## src/rtl/regfile_pkg.sv

```systemverilog
// regfile_pkg: shared constants for the integer (and future FP) register files.
//   REG_ZERO        architecturally hardwired zero register index
//   DEFAULT_DATA_W  default register width
//   DEFAULT_ADDR_W  default register address width
//   TRACE_PC_W      width of the per-write-port instruction address used by trace
package regfile_pkg;

   localparam int unsigned DEFAULT_DATA_W = 32;
   localparam int unsigned DEFAULT_ADDR_W = 5;
   localparam int unsigned REG_ZERO       = 0;
   localparam int unsigned TRACE_PC_W     = 32;

endpackage : regfile_pkg

```

## src/rtl/regfile_scoreboard.sv

```systemverilog
// regfile_scoreboard: per-register pending bits for hazard detection.
//   clk         rising-edge clock
//   reset       synchronous, active-low
//   alloc_en    issuing instruction reserves alloc_addr as its destination
//   alloc_addr  destination being reserved
//   flush       clear every pending bit (pipeline squash), alloc ignored
//   wr_en       writeback enables, one per write port
//   wr_addr     writeback addresses, packed, port 0 in the LSBs
//   rd_addr     read addresses, packed, port 0 in the LSBs
//   rd_busy     read register has an outstanding producer (combinational)
module regfile_scoreboard
   import regfile_pkg::*;
#(
   parameter int unsigned ADDR_W = DEFAULT_ADDR_W,
   parameter int unsigned NUM_RD = 2,
   parameter int unsigned NUM_WR = 1
) (
   input  logic                     clk,
   input  logic                     reset,
   input  logic                     alloc_en,
   input  logic [ADDR_W-1:0]        alloc_addr,
   input  logic                     flush,
   input  logic [NUM_WR-1:0]        wr_en,
   input  logic [NUM_WR*ADDR_W-1:0] wr_addr,
   input  logic [NUM_RD*ADDR_W-1:0] rd_addr,
   output logic [NUM_RD-1:0]        rd_busy
);

   localparam int unsigned NUM_REGS = 1 << ADDR_W;

   logic [NUM_REGS-1:0] pend;
   logic [NUM_REGS-1:0] pend_next;

   // Pending state register
   always_ff @(posedge clk) begin
      if (!reset) begin
         pend <= '0;
      end else begin
         pend <= pend_next;
      end
   end

   // Next-state: flush beats alloc, alloc beats writeback clear
   always_comb begin
      pend_next = pend;
      if (flush) begin
         pend_next = '0;
      end else begin
         for (int w = 0; w < NUM_WR; w++) begin
            if (wr_en[w] && (wr_addr[w*ADDR_W +: ADDR_W] != ADDR_W'(REG_ZERO))) begin
               pend_next[wr_addr[w*ADDR_W +: ADDR_W]] = 1'b0;
            end
         end
         // A new producer supersedes a writeback of the old one in the same cycle
         if (alloc_en && (alloc_addr != ADDR_W'(REG_ZERO))) begin
            pend_next[alloc_addr] = 1'b1;
         end
      end
      pend_next[REG_ZERO] = 1'b0;
   end

   // Busy unless the producer is writing back this very cycle (value is bypassed)
   always_comb begin
      logic [ADDR_W-1:0] ra;
      logic              wr_hit;
      rd_busy = '0;
      ra      = '0;
      wr_hit  = 1'b0;
      for (int p = 0; p < NUM_RD; p++) begin
         ra     = rd_addr[p*ADDR_W +: ADDR_W];
         wr_hit = 1'b0;
         for (int w = 0; w < NUM_WR; w++) begin
            if (wr_en[w] && (wr_addr[w*ADDR_W +: ADDR_W] == ra)) begin
               wr_hit = 1'b1;
            end
         end
         rd_busy[p] = pend[ra] & ~wr_hit;
      end
   end

endmodule : regfile_scoreboard

```

## src/rtl/regfile_mp.sv

```systemverilog
// regfile_mp: multi-port GPR file with same-cycle write bypass and pending scoreboard.
//   clk         rising-edge clock
//   reset       synchronous, active-low
//   rd_addr     read addresses, packed, port 0 in the LSBs
//   rd_data     read data, combinational, bypassed from same-cycle writes
//   rd_busy     read register has an outstanding producer
//   wr_en       write enables (higher port index wins on address conflict)
//   wr_addr     write addresses, packed
//   wr_data     write data, packed
//   wr_pc       instruction address per write port, trace only
//   alloc_en    reserve alloc_addr as a pending destination
//   alloc_addr  destination being reserved
//   flush       clear all pending bits
module regfile_mp
   import regfile_pkg::*;
#(
   parameter int unsigned DATA_W = DEFAULT_DATA_W,
   parameter int unsigned ADDR_W = DEFAULT_ADDR_W,
   parameter int unsigned NUM_RD = 2,
   parameter int unsigned NUM_WR = 1,
   parameter int unsigned TRACE  = 1
) (
   input  logic                         clk,
   input  logic                         reset,
   input  logic [NUM_RD*ADDR_W-1:0]     rd_addr,
   output logic [NUM_RD*DATA_W-1:0]     rd_data,
   output logic [NUM_RD-1:0]            rd_busy,
   input  logic [NUM_WR-1:0]            wr_en,
   input  logic [NUM_WR*ADDR_W-1:0]     wr_addr,
   input  logic [NUM_WR*DATA_W-1:0]     wr_data,
   input  logic [NUM_WR*TRACE_PC_W-1:0] wr_pc,
   input  logic                         alloc_en,
   input  logic [ADDR_W-1:0]            alloc_addr,
   input  logic                         flush
);

   localparam int unsigned NUM_REGS = 1 << ADDR_W;

   logic [DATA_W-1:0] regs [NUM_REGS];
   logic [NUM_WR-1:0] wr_win;

   // A write is effective when enabled, nonzero, and not overridden by a higher port
   always_comb begin
      wr_win = '0;
      for (int w = 0; w < NUM_WR; w++) begin
         wr_win[w] = wr_en[w] && (wr_addr[w*ADDR_W +: ADDR_W] != ADDR_W'(REG_ZERO));
         for (int j = w + 1; j < NUM_WR; j++) begin
            if (wr_en[j] && (wr_addr[j*ADDR_W +: ADDR_W] == wr_addr[w*ADDR_W +: ADDR_W])) begin
               wr_win[w] = 1'b0;
            end
         end
      end
   end

   // Storage array; register 0 is never written so it stays at its reset value
   always_ff @(posedge clk) begin
      if (!reset) begin
         for (int i = 0; i < NUM_REGS; i++) begin
            regs[i] <= '0;
         end
      end else begin
         for (int w = 0; w < NUM_WR; w++) begin
            if (wr_win[w]) begin
               regs[wr_addr[w*ADDR_W +: ADDR_W]] <= wr_data[w*DATA_W +: DATA_W];
            end
         end
      end
   end

   // Read muxes: zero register, then highest matching write port, then storage
   always_comb begin
      logic [ADDR_W-1:0] ra;
      logic [DATA_W-1:0] rv;
      rd_data = '0;
      ra      = '0;
      rv      = '0;
      for (int p = 0; p < NUM_RD; p++) begin
         ra = rd_addr[p*ADDR_W +: ADDR_W];
         rv = regs[ra];
         for (int w = 0; w < NUM_WR; w++) begin
            if (wr_en[w] && (wr_addr[w*ADDR_W +: ADDR_W] == ra)) begin
               rv = wr_data[w*DATA_W +: DATA_W];
            end
         end
         if (ra == ADDR_W'(REG_ZERO)) begin
            rv = '0;
         end
         rd_data[p*DATA_W +: DATA_W] = rv;
      end
   end

   regfile_scoreboard #(
      .ADDR_W (ADDR_W),
      .NUM_RD (NUM_RD),
      .NUM_WR (NUM_WR)
   ) u_scoreboard (
      .clk        (clk),
      .reset      (reset),
      .alloc_en   (alloc_en),
      .alloc_addr (alloc_addr),
      .flush      (flush),
      .wr_en      (wr_en),
      .wr_addr    (wr_addr),
      .rd_addr    (rd_addr),
      .rd_busy    (rd_busy)
   );

   // Simulation-only commit trace, one line per effective write
`ifndef SYNTHESIS
   if (TRACE != 0) begin : g_trace
      always_ff @(posedge clk) begin
         if (reset) begin
            for (int w = 0; w < NUM_WR; w++) begin
               if (wr_win[w]) begin
                  $display("%d@%08h: $%d <= %08h", $time,
                           wr_pc[w*TRACE_PC_W +: TRACE_PC_W],
                           wr_addr[w*ADDR_W +: ADDR_W],
                           wr_data[w*DATA_W +: DATA_W]);
               end
            end
         end
      end
   end else begin : g_no_trace
      logic unused_pc;
      assign unused_pc = ^wr_pc;
   end
`else
   logic unused_pc;
   assign unused_pc = ^wr_pc;
`endif

endmodule : regfile_mp
```

## config.mk

```make
export PLATFORM = sky130hd
export DESIGN_NAME = regfile_mp
export DESIGN_NICKNAME = d
export VERILOG_FILES = /design/src/rtl/regfile_pkg.sv /design/src/rtl/regfile_scoreboard.sv /design/src/rtl/regfile_mp.sv
export SDC_FILE = /design/constraint.sdc
export NUM_CORES = 2
export LEC_CHECK = 0
export ABC_CLOCK_PERIOD_IN_PS = 8010
export BUFFER_PORTS_ARGS = -buffer_cell sky130_fd_sc_hd__clkbuf_2
export CAP_MARGIN = 20
export CELL_PAD_IN_SITES_DETAIL_PLACEMENT = 0
export CELL_PAD_IN_SITES_GLOBAL_PLACEMENT = 1
export CORE_MARGIN = 5
export CORE_UTILIZATION = 25
export DETAILED_ROUTE_END_ITERATION = 16
export PLACE_DENSITY = 0.4
export SLEW_MARGIN = 10
export SYNTH_ARGS = -nofsm -noshare
export SYNTH_HDL_FRONTEND = slang
export SYNTH_HIERARCHICAL = 1
export SYNTH_SLANG_ARGS = --single-unit
```

## constraint.sdc

```tcl
create_clock -name clk -period 8.01 [get_ports clk]
set_input_delay 1.602 -clock clk [delete_from_list [all_inputs] [get_ports clk]]
set_output_delay 1.602 -clock clk [all_outputs]
set_load 0.02 [all_outputs]
```

# Yosys cells after proc, flatten, opt, wreduce, memory -nomap -nowiden
# Memory sizes are Yosys's and may differ from the RTL's.
# Cells that the tools add are included.
[totals]
ff_bits = 32
mem_bits_rw = 1024
input_bits = 89
wordCells = 55
mem_count = 1
[op_classes]
order_cmp = 6
eq_ne = 2
muxes = 24
n_bitwise = 8
n_reduce_logical = 12
[memory_table]
columns = ["name", "words", "word_bits", "read_ports", "rd_ports_with_merged_regs", "write_ports", "line", "text"]
rows = [
  ["regs", 32, 32, 2, 0, 32, "regfile_mp.sv:39", "logic [DATA_W-1:0] regs [NUM_REGS];"],
]
[op_table]
columns = ["cell", "n"]
rows = [
  ["32-bit two-way mux", 8],
  ["32-bit bitwise AND", 1],
  ["32-bit inverter", 1],
  ["32-bit bitwise OR", 1],
  ["32-bit OR reduction", 1],
  ["5-bit by 6-bit < comparator with 1-bit output (second input constant)", 4],
  ["1-bit two-way mux", 11],
  ["1-bit binary-select mux with 5-bit select", 2],
  ["1-bit demux with 5-bit select", 2],
  ["5-bit equality test", 2],
  ["5-bit by 1-bit >= comparator with 1-bit output (second input constant)", 2],
  ["5-bit logical NOT", 2],
  ["5-bit nonzero test", 2],
  ["1-bit logical AND", 6],
  ["5-bit two-way mux", 1],
  ["1-bit inverter", 3],
  ["1-bit bitwise AND", 2],
  ["2-bit OR reduction", 1],
]

# Longest topological paths before layout
[depth]
ltp_word = 10
mapped_depth = 10

# Hierarchy
# Netlist, hierarchy kept.
[modules_own_cells]
columns = ["module", "n_inst", "cells_each", "area_per_inst_um2", "seq_area_each_um2"]
rows = [
  ["regfile_mp", 1, 3818, 55299.3, 30749.5],
  ["regfile_scoreboard", 1, 242, 2000.7, 620.6],
]

# Least setup slack after synthesis
# No wires, ideal clock.
[synth_timing]
kind = "input to register"
start = "in wr_addr[2]"
end = "mem regs[10][0] (netlist name) (enable)"
t_arrival_ps = 4694
setup_slack_ps = 2851
cell_stages = 4
path_buffers = 2
cell_sequence = "buf_2 -> or3b_2 -> clkbuf_1 -> o21ai_0"
[synth_rtl]
columns = ["item", "line", "text"]
rows = [
  ["start: declaration", "regfile_mp.sv:29", "input logic [NUM_WR*ADDR_W-1:0] wr_addr,"],
  ["end: declaration", "regfile_mp.sv:39", ""],
]

# Worst setup path in the final report
[layout_timing]
start = "in rd_addr[1]"
end = "out rd_data[15]"
[layout_between]
elab_chain_cells = 4
elab_cells_between_ends = 6
cone_classes = "eq/ne (1); mux (2); reduce/logical (2); memory (1)"
[layout_lines]
columns = ["item", "line", "text"]
rows = [
  ["start: declaration", "regfile_mp.sv:25", "input logic [NUM_RD*ADDR_W-1:0] rd_addr,"],
  ["parallel branches: the longest is 3 deep, another holds memory read 32 x 32 bit", "n/a", ""],
  ["32-bit two-way mux (*)", "regfile_mp.sv:85", "if (ra == ADDR_W'(REG_ZERO)) begin"],
  ["end: declaration", "regfile_mp.sv:26", "output logic [NUM_RD*DATA_W-1:0] rd_data,"],
]
# Mark *: on every way between the ends.

==> impl_results.md <==
- R2r startpoint: u_scoreboard/pend[16]
- Die area: 0.2389 mm2
- Ports: 155
- Max-slew violations: 0
- Vias: 38020
- CP Launch Type: primary input
- Worst Tran Pin Value: 1190 ps
- Post-synth top flop: edfxtp_1
- PortBufs: 122
- Yosys reg bits: 1055
- GP Congestion: 0.7603
- CP Data Required Time: 6410 ps
- Via-to-Cell Ratio: 5.252
- GR Overflow Total: 0
- Routed wire length: 277.9 mm
- Most frequent cells in the layout: edfxtp_1, and2_1, mux4_2
- Area growth, synth to finish: 15.75%
- Arr. time, crit path: 4830 ps
- Clock slew at reported path FFs: 60 ps
- Synth top area share: 0.5366
- # hold bufs at CTS: 0
- Worst skew pair latency: 760 ps
- 1st-iter DRT viols: 4407
- Die width: 488.8 um
- Asr flop ratio synth: 0
- Post-route cell area: 0.06633 mm2
- Outcome: complete, no violations
- Initial Utilization: 0.2516
- Fillers: 22910
- Leak Pwr: 22.73 nW
- Vias in the first global route: 38660
- Fin cells: 7239
- Sequential area share after synthesis: 0.5475
- First-pass GRT wire length: 370.1 mm
- # resized after CTS: 0
- Maximum fanout along the worst path: 33
- Placed Instances: 6950
- Leading area contributor after synthesis: edfxtp_1
- Row count: 175
- Root Buffer: clkbuf_16
- Final Cycle Share: 0.8034
- Ranking of synthesized cells by area: edfxtp_1, mux4_2, and2_1, mux2i_1, clkbuf_1
- Worst Setup End Kind: primary output
- DP Worst Slack: 1643 ps
- Worst setup slack after layout: 1575 ps
- RSZ-0062 raised after global routing: false
- H-Tree Depth: 4
- Layout Skew: 0 ps
- Setup TNS: 0 ps
- Chip Height: 488.8 um
- Worst hold path class: flip-flop to flip-flop
- Gr usage total: 0.2297
- Clk sinks: 1055
- Buffer count from post-CTS setup fixing: 0
- Avg Inst Size Synth: 14.11 um2
- Nets: 4173
- Initial antenna violation count: 55
- Critical path type: primary input to primary output
- Max Clock Freq: 155.4 MHz
- Final Hold Viols: 0
- Share of layout cells above drive strength 1: 0.2273
- Largest net degree at the start of global routing: 91
- VDD IR max: 131.6 uV
- DPL Wire Length: 158.3 mm
- Initial DRT Pass Iterations: 5
- Hold Path Origin: u_scoreboard/pend[10]
- CTS Buffer Depth: 3
- WL per Instance: 38.39 um
- CTS tree: done
- Post-synth cell types: 65
- # DRC: 0
- Power Density: 219.8 mW/mm2
- Hold slack: 491.4 ps
- Synthesized area: 0.05730 mm2
- Setup violations, final: 0
- Maxcap violations: 0
- CTS Buf Count: 140
- Post-synth EDFFs: 1024
- Clock period minus worst slack: 6435 ps
- Most common cell after layout, fill and taps aside: edfxtp_1
- DRT antenna net count: 0
- Max_slew headroom: 0.2067
- Cell count after synthesis: 4060
- Area after DPL: 0.06186 mm2
- Core Area: 0.2277 mm2
- Reg2Reg Setup Slack: 7330 ps
- Crit path from: rd_addr[1]
- Syn. warnings: 6
-- cells in the mapped netlist, types with 14 or more instances --
library cell,instances
mux2i_1,328
o21ai_1,17
dfxtp_1,31
nor2_1,55
clkbuf_1,289
buf_4,16
o21ai_0,111
a211oi_1,33
o22ai_1,39
nand3_1,15
o221ai_1,38
edfxtp_1,1024
nand2b_1,14
and2_1,994
buf_6,17
buf_2,76
a221oi_1,24
a32o_1,32
mux4_2,360
buf_1,14
a22oi_1,105
o221a_2,16
a21oi_1,86
xnor2_1,20
buf_8,14
mux4_1,22
nand2_1,124
-- state kept, by name, indices dropped and copies added, names as in the netlist --
signal             count
regs                1024
u_scoreboard/pend     31
-- critical path: stages --
cell and delay [ps]:
buf_8 310, buf_4 630, and2_4 820, a22oi_1 210
nand2_1 320, o221ai_1 190, o221a_2 380, clkbuf_2 190
-- power breakdown --
part	switching [mW]	internal (mW)
logic	1.27	0.658
registers	0.146	6.35
clock network	2.58	3.58
total	3.99	10.6
-- layer usage --
metal | wire length [um] | up-vias | track usage | part of all wire
li1 | - | 15710 | - | -
met1 | 131300 | 20610 | 0.3414 | 0.47
met2 | 126500 | 1425 | 0.3580 | 0.46
met3 | 15180 | 266 | 0.03313 | 0.055
met4 | 4802 | 12 | 0.04378 | 0.017
met5 | 67 | - | 0 | 0.00024
-- stage by stage --
| step | utilization | power (mW) |
|---|---|---|
| global route | 0.2908 | 15.06 |
| detailed placement | 0.2717 | 8.547 |
| finish | 0.2913 | 14.58 |
| global placement | 0.2714 | 8.549 |
| floorplan | - | 7.641 |
| CTS | 0.2906 | 14.75 |
-- path summary, 6_finish.rpt --
path	to	depth (start not counted)
worst max-delay path	rd_data[15]	8
worst max register to register	u_scoreboard/pend[16]	2
worst min-delay path	u_scoreboard/pend[10]	2
worst min register to register	u_scoreboard/pend[10]	2
-- final cells by class --
cell class,count,area [um2],area share
flip-flops and latches,1055,31370,0.4730
diodes,46,115.1,0.001735
clock buffers,180,3791,0.05716
repair buffers,285,2187,0.03297
multi-input cells,2598,24550,0.3701
well taps,3009,3765,0.05676
inverters,4,15.01,0.0002264
clock inverters,62,533.0,0.008036
-- logic make-up (layout without fill, tap and decap cells) --
group | after synthesis | count (layout) | share of synthesized area
muxes | 728 | 728 | 0.2124
other | 1 | 78 | 0.00006545
and+or+nand+nor | 1253 | 1253 | 0.1294
DFF | 1055 | 1055 | 0.5475
AOI/OAI and AO/OA | 565 | 565 | 0.06968
buffers and inverters | 438 | 531 | 0.03795
xor gates and xnor gates | 20 | 20 | 0.003057
(Power assumes the default switching activity.)
